$ cat config.mk
export PLATFORM = sky130hd
export DESIGN_NAME = q3_frame_serializer
export DESIGN_NICKNAME = d
export VERILOG_FILES = /design/src/rtl/q3_pkg.sv /design/src/rtl/q3_sync_fifo.sv /design/src/rtl/q3_frame_serializer.sv
export SDC_FILE = /design/constraint.sdc
export NUM_CORES = 1
export LEC_CHECK = 0
export CAP_MARGIN = 0
export CORE_MARGIN = 2
export CORE_UTILIZATION = 45
export CTS_BUF_LIST = sky130_fd_sc_hd__clkbuf_8
export DETAILED_ROUTE_END_ITERATION = 12
export GPL_TIMING_DRIVEN = 1
export SLEW_MARGIN = 0
export SYNTH_ARGS = -nofsm -noshare
export SYNTH_HDL_FRONTEND = slang
export SYNTH_SLANG_ARGS = --single-unit
$ cat constraint.sdc
create_clock -name clk -period 3.9 [get_ports clk]
set_input_delay 0.585 -clock clk [delete_from_list [all_inputs] [get_ports clk]]
set_output_delay 0.585 -clock clk [all_outputs]
set_load 0.02 [all_outputs]
$ cat src/rtl/q3_pkg.sv
// Shared types and helpers for the Q3 frame serializer.
// Holds the transmit FSM states, frame constants and the parity function.
package q3_pkg;

    typedef enum logic [2:0] {
        IDLE,
        START,
        DATA,
        PARITY,
        STOP
    } state_e;

    localparam int PAYLOAD_W  = 7;
    localparam int FRAME_BITS = 10;

    function automatic logic even_parity(input logic [PAYLOAD_W-1:0] d);
        return ^d;
    endfunction

endpackage

$ cat src/rtl/q3_sync_fifo.sv
// Synchronous FIFO with a separate occupancy counter.
// A pop on a full FIFO frees the slot that a same-edge push fills.
module q3_sync_fifo #(
    parameter int WIDTH = 7,
    parameter int DEPTH = 4
) (
    input  logic                     clk,
    input  logic                     rst_n,
    input  logic                     push,
    input  logic                     pop,
    input  logic [WIDTH-1:0]         din,
    output logic [WIDTH-1:0]         dout,
    output logic                     full,
    output logic                     empty,
    output logic [$clog2(DEPTH):0]   count
);

    localparam int AW = $clog2(DEPTH);
    localparam int CW = AW + 1;

    logic [WIDTH-1:0] mem_q [DEPTH];
    logic [AW-1:0]    wr_ptr_q, wr_ptr_d;
    logic [AW-1:0]    rd_ptr_q, rd_ptr_d;
    logic [CW-1:0]    count_q, count_d;
    logic             push_ok, pop_ok;

    assign full  = (count_q == CW'(DEPTH));
    assign empty = (count_q == '0);
    assign count = count_q;
    assign dout  = mem_q[rd_ptr_q];

    always_comb begin
        push_ok  = push && (!full || pop);
        pop_ok   = pop && !empty;
        wr_ptr_d = wr_ptr_q;
        rd_ptr_d = rd_ptr_q;
        count_d  = count_q;
        if (push_ok) wr_ptr_d = wr_ptr_q + AW'(1);
        if (pop_ok)  rd_ptr_d = rd_ptr_q + AW'(1);
        if (push_ok && !pop_ok)      count_d = count_q + CW'(1);
        else if (pop_ok && !push_ok) count_d = count_q - CW'(1);
    end

    always_ff @(posedge clk or negedge rst_n) begin
        if (!rst_n) begin
            wr_ptr_q <= '0;
            rd_ptr_q <= '0;
            count_q  <= '0;
            for (int i = 0; i < DEPTH; i++) mem_q[i] <= '0;
        end else begin
            wr_ptr_q <= wr_ptr_d;
            rd_ptr_q <= rd_ptr_d;
            count_q  <= count_d;
            if (push_ok) mem_q[wr_ptr_q] <= din;
        end
    end

endmodule

$ cat src/rtl/q3_frame_serializer.sv
// Captures changed valid selector words into a FIFO and sends each
// as start, 7 data bits LSB-first, even parity and stop on tx.
module q3_frame_serializer
    import q3_pkg::*;
#(
    parameter int CLKS_PER_BIT = 4,
    parameter int FIFO_DEPTH   = 4
) (
    input  logic                        clk,
    input  logic                        rst_n,
    input  logic [7:0]                  in_word,
    output logic                        tx,
    output logic                        busy,
    output logic                        fifo_full,
    output logic [$clog2(FIFO_DEPTH):0] fifo_count,
    output logic                        overflow
);

    localparam int BW = (CLKS_PER_BIT > 1) ? $clog2(CLKS_PER_BIT) : 1;
    localparam logic [BW-1:0] BAUD_MAX = BW'(CLKS_PER_BIT - 1);
    localparam logic [2:0]    LAST_BIT = 3'(PAYLOAD_W - 1);

    state_e                 state_q, state_d;
    logic [BW-1:0]          baud_q, baud_d;
    logic [2:0]             bit_idx_q, bit_idx_d;
    logic [PAYLOAD_W-1:0]   shift_q, shift_d;
    logic                   par_q, par_d;
    logic                   tx_q, tx_d;
    logic                   busy_q, busy_d;
    logic [PAYLOAD_W-1:0]   last_payload_q, last_payload_d;
    logic                   first_seen_q, first_seen_d;
    logic                   overflow_q, overflow_d;

    logic                   push, pop, f_full, f_empty;
    logic [PAYLOAD_W-1:0]   f_dout;

    q3_sync_fifo #(
        .WIDTH (PAYLOAD_W),
        .DEPTH (FIFO_DEPTH)
    ) u_fifo (
        .clk   (clk),
        .rst_n (rst_n),
        .push  (push),
        .pop   (pop),
        .din   (in_word[PAYLOAD_W-1:0]),
        .dout  (f_dout),
        .full  (f_full),
        .empty (f_empty),
        .count (fifo_count)
    );

    // A repeated payload is a held selector output, not a new word.
    always_comb begin
        push = in_word[7] &&
               (!first_seen_q || in_word[PAYLOAD_W-1:0] != last_payload_q);
        pop  = (state_q == IDLE) && !f_empty;
        last_payload_d = push ? in_word[PAYLOAD_W-1:0] : last_payload_q;
        first_seen_d   = first_seen_q | push;
        overflow_d     = overflow_q | (push && f_full && !pop);
    end

    always_comb begin
        state_d   = state_q;
        baud_d    = baud_q;
        bit_idx_d = bit_idx_q;
        shift_d   = shift_q;
        par_d     = par_q;
        tx_d      = tx_q;
        busy_d    = busy_q;
        if (state_q == IDLE) begin
            if (pop) begin
                shift_d = f_dout;
                par_d   = even_parity(f_dout);
                state_d = START;
                baud_d  = '0;
                tx_d    = 1'b0;
                busy_d  = 1'b1;
            end
        end else if (baud_q != BAUD_MAX) begin
            baud_d = baud_q + BW'(1);
        end else begin
            baud_d = '0;
            unique case (state_q)
                START: begin
                    state_d   = DATA;
                    bit_idx_d = '0;
                    tx_d      = shift_q[0];
                end
                DATA: begin
                    if (bit_idx_q == LAST_BIT) begin
                        state_d = PARITY;
                        tx_d    = par_q;
                    end else begin
                        bit_idx_d = bit_idx_q + 3'd1;
                        shift_d   = {1'b0, shift_q[PAYLOAD_W-1:1]};
                        tx_d      = shift_q[1];
                    end
                end
                PARITY: begin
                    state_d = STOP;
                    tx_d    = 1'b1;
                end
                STOP: begin
                    state_d = IDLE;
                    tx_d    = 1'b1;
                    busy_d  = 1'b0;
                end
                default: begin
                    state_d = IDLE;
                    tx_d    = 1'b1;
                    busy_d  = 1'b0;
                end
            endcase
        end
    end

    always_ff @(posedge clk or negedge rst_n) begin
        if (!rst_n) begin
            state_q        <= IDLE;
            baud_q         <= '0;
            bit_idx_q      <= '0;
            shift_q        <= '0;
            par_q          <= 1'b0;
            tx_q           <= 1'b1;
            busy_q         <= 1'b0;
            last_payload_q <= '0;
            first_seen_q   <= 1'b0;
            overflow_q     <= 1'b0;
        end else begin
            state_q        <= state_d;
            baud_q         <= baud_d;
            bit_idx_q      <= bit_idx_d;
            shift_q        <= shift_d;
            par_q          <= par_d;
            tx_q           <= tx_d;
            busy_q         <= busy_d;
            last_payload_q <= last_payload_d;
            first_seen_q   <= first_seen_d;
            overflow_q     <= overflow_d;
        end
    end

    assign tx        = tx_q;
    assign busy      = busy_q;
    assign fifo_full = f_full;
    assign overflow  = overflow_q;

endmodule

; Word level (Yosys, flattened, before mapping)
; Index checks and enable logic that the tools add are counted.
[totals]
wordCells = 107
regBits = 62
ramBits = 0
out_inout_bits = 7
in_bits = 10
latchBits = 0
romBits = 0
memories = 0
[op_classes]
muxes = 32
n_lt_le_gt_ge = 3
multipliers = 0
n_div = 0
n_eq_ne = 13
n_reduce_logical = 30
add_sub_neg = 6
bitwise_logic = 6
shift = 0
[op_table]
columns = cell, count
row1 = $mux W7, 8
row2 = $bwmux W28, 1
row3 = $mux W3, 7
row4 = $bmux W7 S2, 1
row5 = $demux W7 S2, 1
row6 = $logic_and A1 B1 Y1, 9
row7 = $pmux W3 S3, 1
row8 = $mux W1, 8
row9 = $ne A2 B2 Y1 const B, 4
row10 = $reduce_and A4 Y1, 2
row11 = $ne A7 B7 Y1, 1
row12 = $reduce_xor A7 Y1, 1
row13 = $add A2 B1 Y2 const B, 3
row14 = $add A3 B1 Y3 const B, 2
row15 = $eq A3 B2 Y1 const B, 2
row16 = $eq A3 B3 Y1 const B, 2
row17 = $ge A3 B3 Y1 const B, 2
row18 = $logic_not A1 Y1, 6
row19 = $logic_not A3 Y1, 2
row20 = $mux W2, 3
row21 = $not A2 Y3, 2
row22 = $pmux W3 S2, 1
row23 = $reduce_and A3 Y1, 2
row24 = $reduce_bool A2 Y1, 3
row25 = 11 further kinds, 16

; Depth between registers and ports, before layout
[depth]
ltp_word = 9
ltp_mapped = 10

; Hierarchy
; Synthesis repeated with hierarchy kept, for this count alone.
[unflattened]
cells_unflattened = 231
hier_area_um2 = 3056.7
[modules_own_cells]
columns = module, seq_area_each_um2, instances, cells_each, area_each_um2
row1 = q3_sync_fifo, 875.8, 1, 104, 1626.6
row2 = q3_frame_serializer, 676.9, 1, 127, 1430.1

; Worst setup path after synthesis
; No wires, ideal clock.
[synth_path]
path_type = reg2reg
from = reg u_fifo.count_q[0] (netlist: u_fifo.count[0])
to = reg u_fifo.count_q[1] (netlist: u_fifo.count[1])
path_stages_with_launch = 9
required_time_ps = 3775
setup_time_ps = 125
arrival_time_ps = 2714
synth_period_minus_slack_ps = 2839
path_buffers = 0
setup_slack_ps = 1061
cell_sequence = dfrtp_1 -> nor3b_1 -> a21boi_4 -> o21ai_1 -> inv_1 -> ha_1 -> inv_1 -> fa_1 -> mux2_2
[synth_between]
word_cells_on_any_way = 17
[synth_rtl]
columns = element, line
row1 = start: declaration, q3_sync_fifo.sv:24  ; logic [CW-1:0] count_q, count_d;
row2 = start signal: assignment, q3_sync_fifo.sv:53  ; count_q <= count_d;
row3 = $eq A3 B3 Y1, q3_sync_fifo.sv:27  ; assign full = (count_q == CW'(DEPTH));
row4 = via fifo_full, q3_frame_serializer.sv:14  ; output logic fifo_full,
row5 = $logic_not A1 Y1, q3_sync_fifo.sv:33  ; push_ok = push && (!full || pop);
row6 = $logic_or A1 B1 Y1, q3_sync_fifo.sv:33
row7 = $logic_and A1 B1 Y1, q3_sync_fifo.sv:33
row8 = via u_fifo.push_ok, q3_sync_fifo.sv:25  ; logic push_ok, pop_ok;
row9 = $logic_and A1 B1 Y1, q3_sync_fifo.sv:40  ; if (push_ok && !pop_ok) count_d = count_q + CW'(1);
row10 = $mux W3, q3_sync_fifo.sv:40
row11 = via u_fifo.count_d[1], q3_sync_fifo.sv:24
; The timed path passes the listed nets, and every way through them passes these cells. The select of a mux whose other input is x is not followed.
; A chain may end at the register's enable or synchronous reset.

; Final worst setup path
[layout_path]
from = in in_word[1]
to = reg u_fifo.count_q[1] (netlist: u_fifo.count[1])
[layout_between]
word_cells_on_any_way = 9
[layout_rtl]
columns = element, line
row1 = start: declaration, q3_frame_serializer.sv:11  ; input logic [7:0] in_word,
row2 = $ne A7 B7 Y1, q3_frame_serializer.sv:55  ; (!first_seen_q || in_word[PAYLOAD_W-1:0] != last_payload_q);
row3 = $logic_or A1 B1 Y1, q3_frame_serializer.sv:55
row4 = $logic_and A1 B1 Y1, q3_frame_serializer.sv:54  ; push = in_word[7] &&
row5 = $logic_and A1 B1 Y1, q3_sync_fifo.sv:33
row6 = via u_fifo.push_ok, q3_sync_fifo.sv:25
row7 = $logic_and A1 B1 Y1, q3_sync_fifo.sv:40
row8 = $mux W3, q3_sync_fifo.sv:40
row9 = via u_fifo.count_d[1], q3_sync_fifo.sv:24
; The timed path passes the listed nets, and every way through them passes these cells.

==> results.yml <==
routing:
  drtIter0Drc: 63
  viasPerCell: 5.48
  drc: 0
  wl_um: 5540
  wl_per_cell_um: 16.1
  drt_pass1_iterations: 6
  vias: 1878
  ant_nets: 0
final_layout:
  regArea_um2: 1550
  multi_input_area_um2: 1460
  nets: 277
  n_fill_cell: 567
  final_util: 0.530
  syn_to_final_growth_pct: 15.2
  drive_above_1_share: 0.243
  diodes: 0
floorplanning:
  die-area_um2: 7550
  rows: 30
  core_um2: 6720
  io_pins: 17
  die_h_um: 86.9
  die_x_um: 86.9
  start_util: 0.460
sta:
  worst_slack_ns: 1.04
  clock_skew_ns: 0.00558
  fin_crit_sh: 0.734
  finalCriticalPeriod_ns: 2.86
  tns_ns: 0
  slew_headroom: 0.383
  finalMaxSlewViolations: 0
  report.final.hold_viol_count: 0
  fmax_ghz: 0.349
  setup_violations: 0
  rsz0062_at_grt: "no"
  worst_pin_slew_ns: 0.925
clocking:
  clkSlewWorstSetupHoldPaths_ns: 0.07
  cts_root_buf: "clkbuf_8"
  insertion_delay_ns: 0.33
  postCtsSetupBuffers: 0
  htree_levels: 3
  cts_resized: 0
  cts_tree: "built"
  ctsHoldBuffers: 0
  cts.sinks: 62
  cts_max_path_buffers: 2
  cts_buffers: 9
global_routing:
  grt_pass1_vias: 1919
  grt-ovfl-total: 0
  grt_pass1_wl_um: 9520
  grt_max_degree: 42
  grtUsageTotal: 0.167
  antenna_found_initial: 0
min_path:
  hold_path.class: "input pin to asynchronous set/reset pin"
synth:
  synth.net_count: 257
  synth.avg_cell_area_um2: 13.0
  synth_common_cells: "61 x dfrtp_1, 31 x mux2_2, 23 x nand2_1, 11 x inv_1"
  synth_edf_count: 0
  yosysTopAreaCellShare: 0.494
  ys_seq_area_frac: 0.502
  synth_most_common_cell: "dfrtp_1"
  synth_cells: 238
  yosys_warnings: 0
  synth-seq-cells: 62
  async_flop_share: 1.00
  synth_flop_cell: "dfrtp_1"
  netlist.top_cell.by_area: "dfrtp_1"
  syn_area_um2: 3090
  netlist-cell-type-count: 44
  synthTopCellsByArea: "dfrtp_1 49%, mux2_2 11%, mux4_1 3.4%"
pwr:
  finalPower_uw: 3230
  p_per_area_nw_per_um2: 907
  ir_drop_mv: 0.392
  power.leakage_uw: 0.00152
worst_setup_path:
  path_class: "input pin to flip-flop"
  cpMaxStageDelayCell: "clkdlybuf4s50_1"
  path_max_fanout: 6
  worst-endpoint-required_ns: 4.12
  crit_path_frequent_cell: "inv_1"
  critPathLaunchType: "input pin"
  end_kind: "flip-flop"
  arrival_ns: 3.09
  slowest_delay_ns: 0.51
  cp_cell_sequence: "clkdlybuf4s50_1 > xnor2_1 > nand4_2 > o21ai_1 > inv_1 > ha_1 > inv_1 > fa_1 > mux2_2"
  reg2reg_slack_ns: 1.10
flow_run:
  cap_viol_max_count: 0
placement:
  dp_slack_ns: 0.670
  place.gp.congestion: 0.784
  portBuffers: 16
  hpwlAfterDp_um: 3920
outcome:
  status: "finished, final reports clean"
[routing by layer]
| layer | routed length, µm | global-route usage | up-vias | part of all wire |
|---|---|---|---|---|
| met5 | 0 | 0 | - | 0 |
| met4 | 80 | 0.0724 | 0 | 0.014 |
| met3 | 140 | 0.0398 | 7 | 0.025 |
| met2 | 2670 | 0.264 | 20 | 0.48 |
| met1 | 2640 | 0.220 | 953 | 0.48 |
| li1 | - | - | 898 | - |
[critical path: cells and delay by family]
kind                       cells  cell delay, ns
buffers and inverters          3            0.66
adders and majority gates      2            0.61
AOI/OAI and AO/OA              1            0.37
and+or+nand+nor                1            0.33
xor gates and xnor gates       1            0.28
muxes                          1            0.26
[kinds of logic after synthesis]
group                    Yosys count  share of synthesized area
flip-flops                        62                      0.502
AND/OR/NAND/NOR                   49                     0.0785
multiplexers                      45                      0.194
AO/OA/AOI/OAI                     37                      0.100
buffers and inverters             19                     0.0267
XOR/XNOR                          17                     0.0595
adder cells (fa/ha/maj)            9                     0.0388
[registers in the layout (all words and copies together) (netlist names), 2 cells and up]
name	cells
u_fifo.wr_ptr_q	2
u_fifo.count	3
last_payload_q	7
state_q	3
u_fifo.mem_q	28
shift_q	7
baud_q	2
bit_idx_q	3
u_fifo.rd_ptr_q	2
[through the flow]
step	area (µm²)	instances	hold slack [ns]
after global placement	3310	327	0.460
after detailed placement	3310	327	0.470
after CTS	3560	343	0.416
after floorplan	3090	238	0.289
after global routing	3560	343	0.470
final	3560	343	0.395
[report_power, final]
part | switching, µW | internal, µW
logic | 590 | 765
clock network | 252 | 441
registers | 241 | 940
total | 1080 | 2150
[cell usage in the layout (no fill, tap or decap), types with 5 or more instances in the layout]
cell type	count
mux2_1	7
clkdlybuf4s50_1	15
clkbuf_8	10
mux2_2	31
a31oi_1	9
nand2_1	23
dfrtp_1	61
o21ai_0	6
xnor2_1	10
nor2_1	10
ha_1	8
a21oi_1	5
inv_1	12
[final cells by class]
| cell class | instances | share of cell area |
|---|---|---|
| inverter | 11 | 0.0116 |
| clock inverter | 6 | 0.0309 |
| multi-input combinational | 157 | 0.409 |
| clock buffer | 10 | 0.0386 |
| timing repair buffer | 17 | 0.0457 |
| tap | 80 | 0.0281 |
| sequential | 62 | 0.436 |
[path summary, 6_finish.rpt]
path | startpoint | to | depth (start not counted)
worst max-delay path | in_word[1] | u_fifo.count[1] | 9
worst min-delay path | rst_n | u_fifo.mem_q[21] | 1
worst max register to register | state_q[0] | u_fifo.count[2] | 10
max in group asynchronous | rst_n | tx | 2
worst min register to register | busy | busy | 2
min in group clk | busy | busy | 2
No activity file was read; power rests on OpenSTA's default activity.
